File: config.mk
export PLATFORM = sky130hd
export DESIGN_NAME = dsp_reg_bridge_flat
export DESIGN_NICKNAME = d
export VERILOG_FILES = /design/src/rtl/dsp_reg_bridge_if.sv /design/src/rtl/dsp_reg_bridge.sv /design/src/flat_wrapper.sv
export SDC_FILE = /design/constraint.sdc
export NUM_CORES = 1
export LEC_CHECK = 0
export BUFFER_PORTS_ARGS = -buffer_cell sky130_fd_sc_hd__buf_4
export CAP_MARGIN = 10
export CORE_ASPECT_RATIO = 0.9
export CORE_MARGIN = 10
export CORE_UTILIZATION = 30
export DETAILED_ROUTE_END_ITERATION = 8
export PLACE_DENSITY = 0.5
export REMOVE_ABC_BUFFERS = 1
export SLEW_MARGIN = 10
export SYNTH_ARGS = -nofsm -noshare
export SYNTH_HDL_FRONTEND = slang
export SYNTH_SLANG_ARGS = --single-unit
export TNS_END_PERCENT = 100
File: constraint.sdc
create_clock -name clk -period 1.95 [get_ports clk]
set_clock_uncertainty 0.2 [all_clocks]
set_input_delay 0.39 -clock clk [delete_from_list [all_inputs] [get_ports clk]]
set_output_delay 0.39 -clock clk [all_outputs]
set_load 0.1 [all_outputs]
File: src/rtl/dsp_reg_bridge_if.sv
// rtl/dsp_reg_bridge_if.sv - SPI-slave transaction and EEPROM handshake bundle for dsp_reg_bridge
interface dsp_reg_bridge_if;
    logic        cs;
    logic        rw;
    logic [7:0]  addr;
    logic [7:0]  data_w;
    logic        rdy;
    logic        wr_event_cng;
    logic [7:0]  data_r;
    logic        ee_req;
    logic        ee_we;
    logic [15:0] ee_addr;
    logic [7:0]  ee_wdata;
    logic        ee_ack;
    logic [7:0]  ee_rdata;
    logic        ee_err;

    modport slave (
        input  cs, rw, addr, data_w, rdy, wr_event_cng, ee_ack, ee_rdata, ee_err,
        output data_r, ee_req, ee_we, ee_addr, ee_wdata
    );

    modport master (
        output cs, rw, addr, data_w, rdy, wr_event_cng, ee_ack, ee_rdata, ee_err,
        input  data_r, ee_req, ee_we, ee_addr, ee_wdata
    );
endinterface

File: src/rtl/dsp_reg_bridge.sv
// rtl/dsp_reg_bridge.sv - clk-domain register bank behind the DSP SPI slave with EEPROM request/ack
module dsp_reg_bridge #(
    parameter logic [7:0] ID_VAL      = 8'hA5,
    parameter int          TIMEOUT_CYC = 1024,
    parameter int          TO_W        = 11
) (
    input  logic             clk,
    input  logic             rst_n,
    dsp_reg_bridge_if.slave  bus
);
    typedef enum logic {IDLE, REQ} state_t;

    state_t state, state_n;

    logic [1:0] wr_sync, rdy_sync, cs_sync;
    logic       wr_q, rdy_q;
    logic       wr_stb, rd_stb, go;
    logic       start, fin_ack, fin_to;

    logic            op, done, err, tmo;
    logic [7:0]      addr_h, addr_l, wdata, rdata, scratch;
    logic [7:0]      data_r_q, rd_mux;
    logic            ee_we_q;
    logic [15:0]     ee_addr_q;
    logic [7:0]      ee_wdata_q;
    logic [TO_W-1:0] cnt;
    logic            unused_rw;

    // Frame direction is implied by which event fires; rw carries no extra meaning here.
    assign unused_rw = bus.rw;

    always_ff @(posedge clk or negedge rst_n) begin
        if (!rst_n) begin
            wr_sync  <= '0;
            rdy_sync <= '0;
            cs_sync  <= '0;
            wr_q     <= 1'b0;
            rdy_q    <= 1'b0;
        end else begin
            wr_sync  <= {wr_sync[0], bus.wr_event_cng};
            rdy_sync <= {rdy_sync[0], bus.rdy};
            cs_sync  <= {cs_sync[0], bus.cs};
            wr_q     <= wr_sync[1];
            rdy_q    <= rdy_sync[1];
        end
    end

    // addr/data_w are held by the slave long enough to be sampled without synchronising.
    assign wr_stb = wr_sync[1] & ~wr_q & ~cs_sync[1];
    assign rd_stb = rdy_sync[1] & ~rdy_q & ~cs_sync[1];
    assign go     = wr_stb && (bus.addr == 8'h01) && bus.data_w[0];

    always_ff @(posedge clk or negedge rst_n) begin
        if (!rst_n) state <= IDLE;
        else        state <= state_n;
    end

    always_comb begin
        state_n = state;
        start   = 1'b0;
        fin_ack = 1'b0;
        fin_to  = 1'b0;
        case (state)
            IDLE: if (go) begin
                state_n = REQ;
                start   = 1'b1;
            end
            REQ: if (bus.ee_ack) begin
                state_n = IDLE;
                fin_ack = 1'b1;
            end else if (cnt == TO_W'(TIMEOUT_CYC - 1)) begin
                state_n = IDLE;
                fin_to  = 1'b1;
            end
            default: state_n = IDLE;
        endcase
    end

    always_ff @(posedge clk or negedge rst_n) begin
        if (!rst_n) begin
            op <= 1'b0; done <= 1'b0; err <= 1'b0; tmo <= 1'b0;
            addr_h <= '0; addr_l <= '0; wdata <= '0; rdata <= '0; scratch <= '0;
            ee_we_q <= 1'b0; ee_addr_q <= '0; ee_wdata_q <= '0; cnt <= '0;
        end else begin
            if (wr_stb && bus.addr[7:4] == 4'h0) begin
                case (bus.addr[3:0])
                    // A GO arriving while busy must leave OP untouched as well.
                    4'h1: if (!bus.data_w[0] || state == IDLE) op <= bus.data_w[1];
                    4'h3: addr_h  <= bus.data_w;
                    4'h4: addr_l  <= bus.data_w;
                    4'h5: wdata   <= bus.data_w;
                    4'h7: scratch <= bus.data_w;
                    default: ;
                endcase
            end
            if (start) begin
                done       <= 1'b0;
                err        <= 1'b0;
                tmo        <= 1'b0;
                ee_addr_q  <= {addr_h, addr_l};
                ee_wdata_q <= wdata;
                ee_we_q    <= bus.data_w[1];
                cnt        <= '0;
            end
            if (state == REQ && !fin_ack && !fin_to) cnt <= cnt + 1'b1;
            if (fin_ack) begin
                if (!ee_we_q) rdata <= bus.ee_rdata;
                err  <= bus.ee_err;
                done <= 1'b1;
            end
            if (fin_to) begin
                tmo  <= 1'b1;
                err  <= 1'b1;
                done <= 1'b1;
            end
        end
    end

    always_comb begin
        rd_mux = 8'h00;
        if (bus.addr[7:4] == 4'h0) begin
            case (bus.addr[3:0])
                4'h0: rd_mux = ID_VAL;
                4'h1: rd_mux = {6'b0, op, 1'b0};
                4'h2: rd_mux = {4'b0, tmo, err, done, state == REQ};
                4'h3: rd_mux = addr_h;
                4'h4: rd_mux = addr_l;
                4'h5: rd_mux = wdata;
                4'h6: rd_mux = rdata;
                4'h7: rd_mux = scratch;
                default: rd_mux = 8'h00;
            endcase
        end
    end

    always_ff @(posedge clk or negedge rst_n) begin
        if (!rst_n)      data_r_q <= '0;
        else if (rd_stb) data_r_q <= rd_mux;
    end

    assign bus.data_r   = data_r_q;
    assign bus.ee_req   = (state == REQ);
    assign bus.ee_we    = ee_we_q;
    assign bus.ee_addr  = ee_addr_q;
    assign bus.ee_wdata = ee_wdata_q;
endmodule

File: src/flat_wrapper.sv
// flat-port wrapper written by rule: the top's interface ports become plain ports
module dsp_reg_bridge_flat 
#(
    parameter logic [7:0] ID_VAL      = 8'hA5,
    parameter int          TIMEOUT_CYC = 1024,
    parameter int          TO_W        = 11
)
  (clk, rst_n, bus_cs, bus_rw, bus_addr, bus_data_w, bus_rdy, bus_wr_event_cng, bus_ee_ack, bus_ee_rdata, bus_ee_err, bus_data_r, bus_ee_req, bus_ee_we, bus_ee_addr, bus_ee_wdata);
  dsp_reg_bridge_if bus_i ();
  input  logic clk;
  input  logic rst_n;
  input wire logic [$bits(bus_i.cs)-1:0] bus_cs;
  input wire logic [$bits(bus_i.rw)-1:0] bus_rw;
  input wire logic [$bits(bus_i.addr)-1:0] bus_addr;
  input wire logic [$bits(bus_i.data_w)-1:0] bus_data_w;
  input wire logic [$bits(bus_i.rdy)-1:0] bus_rdy;
  input wire logic [$bits(bus_i.wr_event_cng)-1:0] bus_wr_event_cng;
  input wire logic [$bits(bus_i.ee_ack)-1:0] bus_ee_ack;
  input wire logic [$bits(bus_i.ee_rdata)-1:0] bus_ee_rdata;
  input wire logic [$bits(bus_i.ee_err)-1:0] bus_ee_err;
  output wire logic [$bits(bus_i.data_r)-1:0] bus_data_r;
  output wire logic [$bits(bus_i.ee_req)-1:0] bus_ee_req;
  output wire logic [$bits(bus_i.ee_we)-1:0] bus_ee_we;
  output wire logic [$bits(bus_i.ee_addr)-1:0] bus_ee_addr;
  output wire logic [$bits(bus_i.ee_wdata)-1:0] bus_ee_wdata;
  assign bus_i.cs = bus_cs;
  assign bus_i.rw = bus_rw;
  assign bus_i.addr = bus_addr;
  assign bus_i.data_w = bus_data_w;
  assign bus_i.rdy = bus_rdy;
  assign bus_i.wr_event_cng = bus_wr_event_cng;
  assign bus_i.ee_ack = bus_ee_ack;
  assign bus_i.ee_rdata = bus_ee_rdata;
  assign bus_i.ee_err = bus_ee_err;
  assign bus_data_r = bus_i.data_r;
  assign bus_ee_req = bus_i.ee_req;
  assign bus_ee_we = bus_i.ee_we;
  assign bus_ee_addr = bus_i.ee_addr;
  assign bus_ee_wdata = bus_i.ee_wdata;
  dsp_reg_bridge #(.ID_VAL(ID_VAL), .TIMEOUT_CYC(TIMEOUT_CYC), .TO_W(TO_W)) u_core (.clk(clk), .rst_n(rst_n), .bus(bus_i));
endmodule
==> run_summary.xml, run 1 <==
<?xml version="1.0" encoding="UTF-8"?>
<metrics>
  <group name="critical_path">
    <metric name="worst_r2r_path_depth" unit="">7</metric>
    <metric name="cp_max_fo" unit="">8</metric>
    <metric name="cp.arrival" unit="ns">2.15</metric>
    <metric name="timing.critical_path.to_type" unit="">flip-flop</metric>
    <metric name="critical_path_required" unit="ns">1.97</metric>
    <metric name="critPathKind" unit="">input pin to flip-flop</metric>
    <metric name="cp-start-kind" unit="">input pin</metric>
  </group>
  <group name="final_layout">
    <metric name="final_core_utilization" unit="">0.435</metric>
    <metric name="cell_area_after_layout" unit="um2">5850</metric>
    <metric name="flow.area_growth_from_synthesis" unit="%">40.6</metric>
    <metric name="final_layout_size_suffix_gt1_frac" unit="">0.502</metric>
    <metric name="fill_cells" unit="">1251</metric>
    <metric name="num-nets-final" unit="">476</metric>
    <metric name="num_antenna_cells" unit="">0</metric>
  </group>
  <group name="global_route">
    <metric name="first_pass_grt_wire_length" unit="um">18700</metric>
    <metric name="first_global_vias" unit="">3278</metric>
    <metric name="grt_max_degree" unit="">46</metric>
    <metric name="fraction_of_met1_tracks_used_by_global_routing" unit="">0.174</metric>
    <metric name="grt_antenna_before_repair" unit="">0</metric>
    <metric name="gr-max-usage-layer" unit="">met2</metric>
    <metric name="grt_use_total" unit="">0.127</metric>
    <metric name="global_route_met2_usage" unit="">0.186</metric>
    <metric name="gr-total-overflow" unit="">0</metric>
    <metric name="grt_use_met3" unit="">0.0407</metric>
  </group>
  <group name="logic_synthesis">
    <metric name="number_of_synthesized_flops_with_an_enable_pin" unit="">0</metric>
    <metric name="synth.ff_latch_count" unit="">97</metric>
    <metric name="netlist.top_cell.by_area" unit="">dfrtp_1</metric>
    <metric name="yosysSeqAreaShare" unit="">0.583</metric>
    <metric name="synthDominantCellAreaShare" unit="">0.583</metric>
    <metric name="netlist-cell-type-count" unit="">51</metric>
    <metric name="synth_cells" unit="">313</metric>
    <metric name="synth.yosys.warnings" unit="">0</metric>
    <metric name="synthFlopType" unit="">dfrtp_1</metric>
    <metric name="synth-async-reset-ratio" unit="">1.00</metric>
    <metric name="netlist_area" unit="um2">4160</metric>
    <metric name="netlist_top_cells_count" unit="">dfrtp_1 (97), mux2_2 (63), nand2_1 (18)</metric>
    <metric name="syn_avg_cell_area" unit="um2">13.3</metric>
    <metric name="netlist_top_cells_area" unit="">dfrtp_1 (58%), mux2_2 (17%), mux2i_1 (1.7%), nand2_1 (1.6%), mux2_1 (1.6%)</metric>
    <metric name="most_common_cell_in_the_synthesized_netlist" unit="">dfrtp_1</metric>
  </group>
  <group name="sta">
    <metric name="final_count_of_hold_timing_violations" unit="">0</metric>
    <metric name="grt_setup_unrepaired" unit="">yes</metric>
    <metric name="fmaxAchievable" unit="MHz">470</metric>
    <metric name="worstMarginPinSlew" unit="ns">0.341</metric>
    <metric name="finalCritPeriodShare" unit="">1.09</metric>
    <metric name="timing.final.max_slew_violations" unit="">0</metric>
    <metric name="timing.final.setup_violations" unit="">73</metric>
    <metric name="hold-worst-slack" unit="ns">0.0780</metric>
    <metric name="postLayoutSetupSlackWorst" unit="ns">-0.176</metric>
    <metric name="min_period" unit="ns">2.13</metric>
    <metric name="relSlewSlack" unit="">0.770</metric>
  </group>
  <group name="route">
    <metric name="routed_wire_length_per_instance" unit="um">19.3</metric>
    <metric name="avgViaCountPerCell" unit="">4.91</metric>
    <metric name="final_antenna_net_count" unit="">0</metric>
    <metric name="detailroute.via_count" unit="">3022</metric>
    <metric name="drc" unit="">0</metric>
    <metric name="first_iter_violations" unit="">116</metric>
    <metric name="routed_wl" unit="um">11900</metric>
    <metric name="drt_first_pass_iters" unit="">4</metric>
  </group>
  <group name="pwr">
    <metric name="p_total" unit="mW">4.15</metric>
    <metric name="max-vdd-ir-drop" unit="mV">0.429</metric>
    <metric name="cellPowerDensity" unit="nW/um2">709</metric>
    <metric name="power.static_leakage" unit="nW">2.94</metric>
  </group>
  <group name="clock_network">
    <metric name="tritoncts" unit="">done</metric>
    <metric name="ctsHtreeMaxLevel" unit="">3</metric>
    <metric name="cts.sinks" unit="">97</metric>
    <metric name="cts_buffers" unit="">9</metric>
    <metric name="insertion_delay" unit="ns">0.34</metric>
    <metric name="longest_clk_path_bufs" unit="">2</metric>
    <metric name="root_buffer" unit="">clkbuf_16</metric>
    <metric name="cts.clk_slew.worst_paths" unit="ns">0.06</metric>
  </group>
  <group name="worst_hold_path">
    <metric name="min_delay_path_depth" unit="">2</metric>
    <metric name="worst_hold_path_type" unit="">input pin to flip-flop</metric>
  </group>
  <group name="placement">
    <metric name="portBuffers" unit="">64</metric>
    <metric name="dpl_worst_slack" unit="ns">-0.525</metric>
    <metric name="hpwl" unit="um">8530</metric>
    <metric name="gpl.final_weighted_congestion" unit="">0.843</metric>
    <metric name="placed_area" unit="um2">5240</metric>
  </group>
  <group name="floorplan">
    <metric name="dieArea" unit="um2">19000</metric>
    <metric name="io_pins" unit="">66</metric>
    <metric name="core-area" unit="um2">13500</metric>
    <metric name="die_w" unit="um">144</metric>
    <metric name="start_util" unit="">0.309</metric>
    <metric name="placementRows" unit="">40</metric>
    <metric name="dieHeight" unit="um">132</metric>
  </group>
  <group name="job">
    <metric name="max_cap_viols" unit="">0</metric>
  </group>
  <group name="run_status">
    <metric name="violated_checks" unit="">negative setup slack</metric>
    <metric name="status" unit="">complete, but fails checks</metric>
  </group>
</metrics>
==> critical path: stages <==
cell and delay [ns]:
buf_4 0.11, or4_4 0.55, nor4_4 0.22, buf_4 0.16
nand4_1 0.10, buf_4 0.18, buf_12 0.14, mux2_1 0.30
==> where the power goes <==
part | internal (mW) | switching [mW] | leakage, nW
registers | 2.04 | 0.0145 | 1.33
clock network | 1.10 | 0.741 | 0.151
logic | 0.118 | 0.145 | 1.45
total | 3.25 | 0.900 | 2.94
==> layer usage <==
metal	share of wire	vias up
li1	-	1441
met1	0.48	1509
met2	0.45	62
met3	0.058	10
met4	0.012	0
met5	0	-
==> logic make-up after synthesis <==
group	Yosys count	share of synthesized area
fa+ha+maj	1	0.00301
simple gates	66	0.0920
mux	76	0.204
compound gates	55	0.0992
buf+inv	18	0.0189
flops	97	0.583
==> sequential cells by signal (all words and copies together) (netlist names), 2 cells and up <==
signal	cells
u_core.addr_h	8
u_core.addr_l	8
u_core.bus.data_r	8
u_core.bus.ee_addr	16
u_core.bus.ee_wdata	8
u_core.cnt	11
u_core.cs_sync	2
u_core.rdata	8
u_core.rdy_sync	2
u_core.scratch	8
u_core.wdata	8
u_core.wr_sync	2
==> layout make-up <==
| cell class | count | area, um2 | share of cell area |
|---|---|---|---|
| tap | 168 | 210 | 0.0359 |
| timing repair buffer | 131 | 1110 | 0.189 |
| clock buffer | 12 | 267 | 0.0455 |
| multi-input combinational | 198 | 1760 | 0.301 |
| clock inverter | 4 | 50.0 | 0.00855 |
| sequential | 97 | 2430 | 0.415 |
| inverter | 6 | 30.0 | 0.00513 |
==> timing repair <==
action                     in CTS  in global routing
gates resized for setup        22                 21
cloned                          2                  0
setup endpoints to repair      72                 74
hold endpoints to repair       21                  0
buffers inserted                7                  2
hold buffers                    4                  0
pin swaps                      14                  4
==> layout by cell type, fill, tap and decap left out, types with 8 or more instances in the layout <==
master,synthesis,layout
buf_4,1,111
dfrtp_1,97,97
nor2b_1,9,9
clkbuf_16,0,9
buf_6,1,8
o21ai_0,9,9
nand2_1,18,18
mux2_2,63,62
==> worst paths after layout <==
check / startpoint / to / slack (ns)
max: bus_addr[5] / u_core.bus.ee_wdata[6]$_DFFE_PN0P_ / -0.18
min: bus_ee_rdata[1] / u_core.rdata[1]$_DFFE_PN0P_ / 0.08
max reg2reg: u_core.wr_q$_DFF_PN0_ / u_core.bus.ee_wdata[6]$_DFFE_PN0P_ / -0.17
min reg2reg: u_core.wr_sync[0]$_DFF_PN0_ / u_core.wr_sync[1]$_DFF_PN0_ / 0.15
max in group asynchronous: rst_n / u_core.wr_sync[0]$_DFF_PN0_ / 0.74
min in group asynchronous: rst_n / u_core.bus.ee_wdata[6]$_DFFE_PN0P_ / 0.27
==> stage by stage <==
step	setup TNS, ns	instances
after floorplan	-41.39	301
after global placement	-33.56	586
after detailed placement	-35.12	586
after CTS	-7.62	615
after global routing	-13.60	616
final	-8.90	616
No activity file was read; power rests on OpenSTA's default activity.
==> run 2, diff against run 1 <==
PLACE_DENSITY = not set   (was 0.5)
==> run 2 against run 1 <==
The run still ends with negative setup slack left. Worst hold slack improved by 0.0039 ns. Wire length fell by 5.3%. Combinational power fell by 3%. Largest cell class unchanged.
==> run_summary.xml, run 2 (synthesis gave the netlist of run 1 again) <==
<?xml version="1.0" encoding="UTF-8"?>
<metrics>
  <group name="sta">
    <metric name="relSlewSlack" unit="">0.766</metric>
    <metric name="hold-worst-slack" unit="ns">0.0819</metric>
    <metric name="fmaxAchievable" unit="MHz">469</metric>
    <metric name="postLayoutSetupSlackWorst" unit="ns">-0.183</metric>
    <metric name="worstMarginPinSlew" unit="ns">0.351</metric>
    <metric name="final_count_of_hold_timing_violations" unit="">0</metric>
    <metric name="timing.final.setup_violations" unit="">71</metric>
    <metric name="finalCritPeriodShare" unit="">1.09</metric>
    <metric name="timing.final.max_slew_violations" unit="">0</metric>
    <metric name="finalSetupTns" unit="ns">-6.32</metric>
    <metric name="min_period" unit="ns">2.13</metric>
    <metric name="grt_setup_unrepaired" unit="">yes</metric>
  </group>
  <group name="final_layout">
    <metric name="largest_reg_flops" unit="">16</metric>
    <metric name="layout_common_cells" unit="">buf_4 (110), dfrtp_1 (97), mux2_2 (62), nand2_1 (18), buf_6 (10)</metric>
    <metric name="final_layout_size_suffix_gt1_frac" unit="">0.489</metric>
    <metric name="mostFrequentLayoutCell" unit="">buf_4</metric>
    <metric name="num-nets-final" unit="">474</metric>
    <metric name="num_antenna_cells" unit="">0</metric>
    <metric name="final_core_utilization" unit="">0.427</metric>
    <metric name="instances_no_fill" unit="">614</metric>
    <metric name="cell_area_after_layout" unit="um2">5750</metric>
    <metric name="flow.area_growth_from_synthesis" unit="%">38.2</metric>
  </group>
  <group name="global_route">
    <metric name="grt_antenna_before_repair" unit="">0</metric>
    <metric name="gr-total-overflow" unit="">0</metric>
    <metric name="grt_use_total" unit="">0.120</metric>
    <metric name="first_pass_grt_wire_length" unit="um">18000</metric>
    <metric name="fraction_of_met1_tracks_used_by_global_routing" unit="">0.160</metric>
    <metric name="gr-max-usage-layer" unit="">met2</metric>
    <metric name="grt_use_met3" unit="">0.0313</metric>
    <metric name="grt_max_degree" unit="">35</metric>
    <metric name="global_route_met2_usage" unit="">0.188</metric>
    <metric name="first_global_vias" unit="">3292</metric>
  </group>
  <group name="clock_network">
    <metric name="tritoncts" unit="">done</metric>
    <metric name="cts.sinks" unit="">97</metric>
    <metric name="insertion_delay" unit="ns">0.34</metric>
    <metric name="cts_buffers" unit="">9</metric>
    <metric name="cts.clk_slew.worst_paths" unit="ns">0.06</metric>
    <metric name="ctsHtreeMaxLevel" unit="">3</metric>
    <metric name="longest_clk_path_bufs" unit="">2</metric>
    <metric name="root_buffer" unit="">clkbuf_16</metric>
  </group>
  <group name="route">
    <metric name="routed_wl" unit="um">11200</metric>
    <metric name="final_antenna_net_count" unit="">0</metric>
    <metric name="first_iter_violations" unit="">158</metric>
    <metric name="routed_wire_length_per_instance" unit="um">18.3</metric>
    <metric name="avgViaCountPerCell" unit="">5.15</metric>
    <metric name="drc" unit="">0</metric>
    <metric name="drt_first_pass_iters" unit="">4</metric>
    <metric name="detailroute.via_count" unit="">3164</metric>
  </group>
  <group name="pwr">
    <metric name="cellPowerDensity" unit="nW/um2">689</metric>
    <metric name="p_total" unit="mW">3.96</metric>
    <metric name="max-vdd-ir-drop" unit="mV">0.474</metric>
    <metric name="power.static_leakage" unit="nW">2.89</metric>
  </group>
  <group name="placement">
    <metric name="portBuffers" unit="">64</metric>
    <metric name="dpl_worst_slack" unit="ns">-0.505</metric>
    <metric name="hpwl" unit="um">8270</metric>
    <metric name="placed_area" unit="um2">5220</metric>
    <metric name="placed_cells_incl_taps" unit="">585</metric>
    <metric name="gpl.final_weighted_congestion" unit="">0.839</metric>
  </group>
  <group name="critical_path">
    <metric name="cp.arrival" unit="ns">2.16</metric>
    <metric name="cp-start-kind" unit="">input pin</metric>
    <metric name="critical_path_required" unit="ns">1.98</metric>
    <metric name="critPathKind" unit="">input pin to flip-flop</metric>
    <metric name="cp_max_fo" unit="">4</metric>
    <metric name="timing.critical_path.to_type" unit="">flip-flop</metric>
  </group>
  <group name="floorplan">
    <metric name="die_w" unit="um">144</metric>
    <metric name="dieArea" unit="um2">19000</metric>
    <metric name="io_pins" unit="">66</metric>
    <metric name="placementRows" unit="">40</metric>
    <metric name="dieHeight" unit="um">132</metric>
    <metric name="core-area" unit="um2">13500</metric>
    <metric name="start_util" unit="">0.309</metric>
  </group>
  <group name="job">
    <metric name="max_cap_viols" unit="">0</metric>
  </group>
  <group name="run_status">
    <metric name="status" unit="">complete, but fails checks</metric>
    <metric name="violated_checks" unit="">negative setup slack</metric>
  </group>
  <group name="worst_hold_path">
    <metric name="worst_hold_path_type" unit="">input pin to flip-flop</metric>
  </group>
</metrics>
-- run 2: layer usage --
metal | part of all wire | vias up | routed length (um)
met5 | 0 | - | 0
met1 | 0.47 | 1621 | 5250
li1 | - | 1438 | -
met4 | 0.013 | 0 | 148
met3 | 0.046 | 18 | 518
met2 | 0.47 | 87 | 5320
-- run 2: cell type report --
cell class	instances	area (um2)
Clock buffer	12	256
Clock inverter	4	27.5
Fill cell	1250	7710
Inverter	6	26.3
Multi-Input combinational cell	198	1720
Sequential cell	97	2430
Tap cell	168	210
Timing Repair Buffer	129	1080
-- run 2: worst paths after layout --
check,startpoint,to,slack [ns],cells after the start
setup / recovery,bus_addr[4],u_core.bus.ee_wdata[0]$_DFFE_PN0P_,-0.18,9
hold / removal,bus_ee_rdata[6],u_core.rdata[6]$_DFFE_PN0P_,0.08,2
setup reg to reg,u_core.cs_sync[1]$_DFF_PN0_,u_core.bus.ee_wdata[0]$_DFFE_PN0P_,-0.18,8
hold reg to reg,u_core.cs_sync[0]$_DFF_PN0_,u_core.cs_sync[1]$_DFF_PN0_,0.15,0
max in group asynchronous,rst_n,u_core.cnt[10]$_DFFE_PN0P_,0.74,3
min in group asynchronous,rst_n,u_core.bus.ee_addr[6]$_DFFE_PN0P_,0.26,2
-- run 2: power breakdown --
| part | leakage (nW) | switching, mW | total (mW) | internal [mW] |
|---|---|---|---|---|
| Combinational | 1.43 | 0.140 | 0.256 | 0.116 |
| Clock | 0.131 | 0.725 | 1.66 | 0.932 |
| Sequential | 1.33 | 0.0140 | 2.05 | 2.04 |
-- run 2: worst max-delay path, cell delays in order --
cell and delay (ns):
buf_4 0.11, or4_4 0.53, nor4_4 0.21, buf_4 0.15, nand4_1 0.11, buf_6 0.17
buf_6 0.11, buf_6 0.12, mux2_2 0.26
-- run 2: timing repair --
action | CTS | global route
gates resized for setup | 25 | 3
hold buffers | 4 | 0
pin swaps | 12 | 2
gates cloned | 2 | 0
hold endpoints to repair | 38 | 0
endpoints found under the setup margin | 71 | 74
setup buffers | 7 | 1
==> run 3, diff against run 2 <==
CORE_ASPECT_RATIO = 0.6   (was 0.9)
RECOVER_POWER = 25   (was not set)
REMOVE_ABC_BUFFERS = not set   (was 1)
==> run 3 against run 2 <==
Non-clock buffer count down 8. Wire length up 2.0%. Core utilization down 0.44 points. Final cell count down 0.16%. The run still ends with negative setup slack left. Register-to-register slack better by 0.05 ns. Sequential share of layout area about the same. Critical path depth down 3. Clock power up 9%. Clock-buffer cell count unchanged. Cell area up 0.17%. Maximum frequency up 2.2%.
==> run_summary.xml, run 3 (synthesis gave the netlist of run 1 again) <==
<?xml version="1.0" encoding="UTF-8"?>
<metrics>
  <group name="critical_path">
    <metric name="timing.critical_path.to_type" unit="">flip-flop</metric>
    <metric name="worst_path_max_delay_cell" unit="">or3b_4</metric>
    <metric name="cp_max_fo" unit="">6</metric>
    <metric name="cp.arrival" unit="ns">2.12</metric>
    <metric name="cp-start-kind" unit="">flip-flop</metric>
    <metric name="cp.buffers_inverters" unit="">2</metric>
    <metric name="critPathKind" unit="">flip-flop to flip-flop</metric>
    <metric name="critical-path-max-stage-delay" unit="ns">0.41</metric>
    <metric name="crit_chain" unit="">or3b_4, nor4_4, nand4_1, buf_6, buf_2, mux2_2</metric>
    <metric name="critical_path_required" unit="ns">1.98</metric>
    <metric name="critical_path.top_delay_family" unit="">simple AND/OR/NAND/NOR gates</metric>
  </group>
  <group name="run_status">
    <metric name="status" unit="">complete, but fails checks</metric>
    <metric name="violated_checks" unit="">negative setup slack</metric>
  </group>
  <group name="clock_network">
    <metric name="cts_buffers" unit="">9</metric>
    <metric name="ctsHtreeMaxLevel" unit="">3</metric>
    <metric name="tritoncts" unit="">done</metric>
    <metric name="insertion_delay" unit="ns">0.34</metric>
    <metric name="cts.sinks" unit="">97</metric>
    <metric name="root_buffer" unit="">clkbuf_16</metric>
    <metric name="longest_clk_path_bufs" unit="">2</metric>
    <metric name="cts.clk_slew.worst_paths" unit="ns">0.07</metric>
  </group>
  <group name="final_layout">
    <metric name="mostFrequentLayoutCell" unit="">buf_4</metric>
    <metric name="flow.area_growth_from_synthesis" unit="%">38.5</metric>
    <metric name="ff_latch_area" unit="um2">2430</metric>
    <metric name="cell_area_after_layout" unit="um2">5760</metric>
    <metric name="largest_reg_flops" unit="">16</metric>
    <metric name="final_layout_size_suffix_gt1_frac" unit="">0.493</metric>
    <metric name="num_antenna_cells" unit="">0</metric>
    <metric name="fill_cells" unit="">1256</metric>
    <metric name="layout_common_cells" unit="">buf_4 (96), dfrtp_1 (95), mux2_2 (62), nand2_1 (16), buf_6 (11)</metric>
    <metric name="num-nets-final" unit="">466</metric>
    <metric name="total_area_of_multi_input_combinational_cells" unit="um2">1750</metric>
    <metric name="final_core_utilization" unit="">0.423</metric>
  </group>
  <group name="placement">
    <metric name="placed_area" unit="um2">5200</metric>
    <metric name="gpl.final_weighted_congestion" unit="">0.847</metric>
    <metric name="hpwl" unit="um">8720</metric>
    <metric name="portBuffers" unit="">64</metric>
  </group>
  <group name="sta">
    <metric name="min_period" unit="ns">2.09</metric>
    <metric name="grt_setup_unrepaired" unit="">yes</metric>
    <metric name="final_count_of_hold_timing_violations" unit="">0</metric>
    <metric name="postLayoutSetupSlackWorst" unit="ns">-0.137</metric>
    <metric name="worstMarginPinSlew" unit="ns">0.945</metric>
    <metric name="timing.final.setup_violations" unit="">63</metric>
    <metric name="fmaxAchievable" unit="MHz">479</metric>
    <metric name="timing.final.max_slew_violations" unit="">0</metric>
    <metric name="relSlewSlack" unit="">0.370</metric>
    <metric name="finalCritPeriodShare" unit="">1.07</metric>
  </group>
  <group name="pwr">
    <metric name="power_frac_clock" unit="">0.440</metric>
    <metric name="power_frac_seq" unit="">0.498</metric>
    <metric name="power.static_leakage" unit="nW">2.89</metric>
    <metric name="cellPowerDensity" unit="nW/um2">714</metric>
    <metric name="max-vdd-ir-drop" unit="mV">0.353</metric>
    <metric name="power.switching" unit="mW">0.905</metric>
    <metric name="combinational_fraction_of_design_power" unit="">0.062</metric>
    <metric name="swShare" unit="">0.220</metric>
    <metric name="internal_power" unit="mW">3.21</metric>
  </group>
  <group name="route">
    <metric name="drt_first_pass_iters" unit="">4</metric>
    <metric name="avgViaCountPerCell" unit="">4.96</metric>
    <metric name="first_iter_violations" unit="">153</metric>
    <metric name="routed_wl" unit="um">11500</metric>
    <metric name="routed_wire_length_per_instance" unit="um">18.7</metric>
    <metric name="drc" unit="">0</metric>
    <metric name="detailroute.via_count" unit="">3042</metric>
    <metric name="final_antenna_net_count" unit="">0</metric>
  </group>
  <group name="job">
    <metric name="max_cap_viols" unit="">0</metric>
  </group>
  <group name="floorplan">
    <metric name="dieArea" unit="um2">19100</metric>
    <metric name="start_util" unit="">0.305</metric>
    <metric name="core-area" unit="um2">13600</metric>
    <metric name="dieHeight" unit="um">111</metric>
    <metric name="io_pins" unit="">66</metric>
    <metric name="die_w" unit="um">172</metric>
    <metric name="placementRows" unit="">33</metric>
  </group>
  <group name="global_route">
    <metric name="first_global_vias" unit="">3174</metric>
    <metric name="gr-total-overflow" unit="">0</metric>
    <metric name="grt_max_degree" unit="">36</metric>
    <metric name="first_pass_grt_wire_length" unit="um">18200</metric>
    <metric name="grt_use_total" unit="">0.121</metric>
    <metric name="grt_antenna_before_repair" unit="">0</metric>
  </group>
  <group name="logic_synthesis">
    <metric name="postSynthNetCount" unit="">346</metric>
  </group>
  <group name="worst_hold_path">
    <metric name="worst_hold_path_type" unit="">input pin to flip-flop</metric>
  </group>
</metrics>
## run 3: cell count changes in the layout (fill, tap and decap cells not counted), sizes merged
cell,before,now
buf,125,113
clkinv,1,3
clkinvlp,4,1
bufinv,0,1
clkbuf,12,16
## run 3: path summary, 6_finish.rpt
check                                                  start                            endpoint  slack, ns  cells after the start
worst max register to register   u_core.cs_sync[1]$_DFF_PN0_   u_core.bus.ee_addr[2]$_DFFE_PN0P_      -0.14                      6
min in group asynchronous                              rst_n  u_core.bus.ee_wdata[2]$_DFFE_PN0P_       0.53                      2
worst min-delay path                         bus_ee_rdata[4]         u_core.rdata[4]$_DFFE_PN0P_       0.08                      2
worst min register to register  u_core.rdy_sync[0]$_DFF_PN0_        u_core.rdy_sync[1]$_DFF_PN0_       0.15                      0
max in group asynchronous                              rst_n    u_core.bus.data_r[2]$_DFFE_PN0P_       0.32                      3
worst max-delay path             u_core.cs_sync[1]$_DFF_PN0_   u_core.bus.ee_addr[2]$_DFFE_PN0P_      -0.14                      6
## run 3: power groups by stage
stage          registers, mW  logic (mW)  clock network, mW
2_1_floorplan           2.10      0.0681                  0
3_3_place_gp            2.09       0.241                  0
3_5_place_dp            2.09       0.245                  0
4_1_cts                 2.05       0.257               1.86
5_1_grt                 2.05       0.281               1.94
6_report                2.05       0.256               1.81
## run 3: what timing repair did
action	4_1_cts	5_1_grt
pin swaps	5	9
cloned	0	1
hold endpoints to repair	35	0
resized for setup	15	19
setup buffers	2	3
hold buffers	4	0
endpoints found under the setup margin	72	74
## run 3: cell type report
cell class              instances  area share
clock buffers                  12      0.0445
clock inverters                 4     0.00890
flip-flops and latches         97       0.422
repair buffers                121       0.177
inverters                       6     0.00608
multi-input cells             198       0.304
well taps                     175      0.0380
## run 3: layer usage
| metal | share of wire | vias up | routed length, um | GRT usage |
|---|---|---|---|---|
| li1 | - | 1422 | - | - |
| met1 | 0.51 | 1530 | 5860 | 0.183 |
| met2 | 0.41 | 81 | 4700 | 0.162 |
| met3 | 0.072 | 9 | 822 | 0.0398 |
| met4 | 0.0059 | 0 | 67 | 0.0240 |
| met5 | 0 | - | 0 | 0 |
## run 3: per-stage QoR
stage	TNS, ns	setup slack (ns)	hold WS, ns	total power, mW	std cells
CTS	-7.74	-0.186	0.0737	4.17	609
finish	-4.58	-0.137	0.0805	4.11	613
detailed placement	-34.51	-0.542	0.136	2.33	587
global placement	-32.74	-0.489	0.135	2.33	587
floorplan	-16.15	-0.341	-0.106	2.16	313
global route	-9.57	-0.219	0.0646	4.27	613
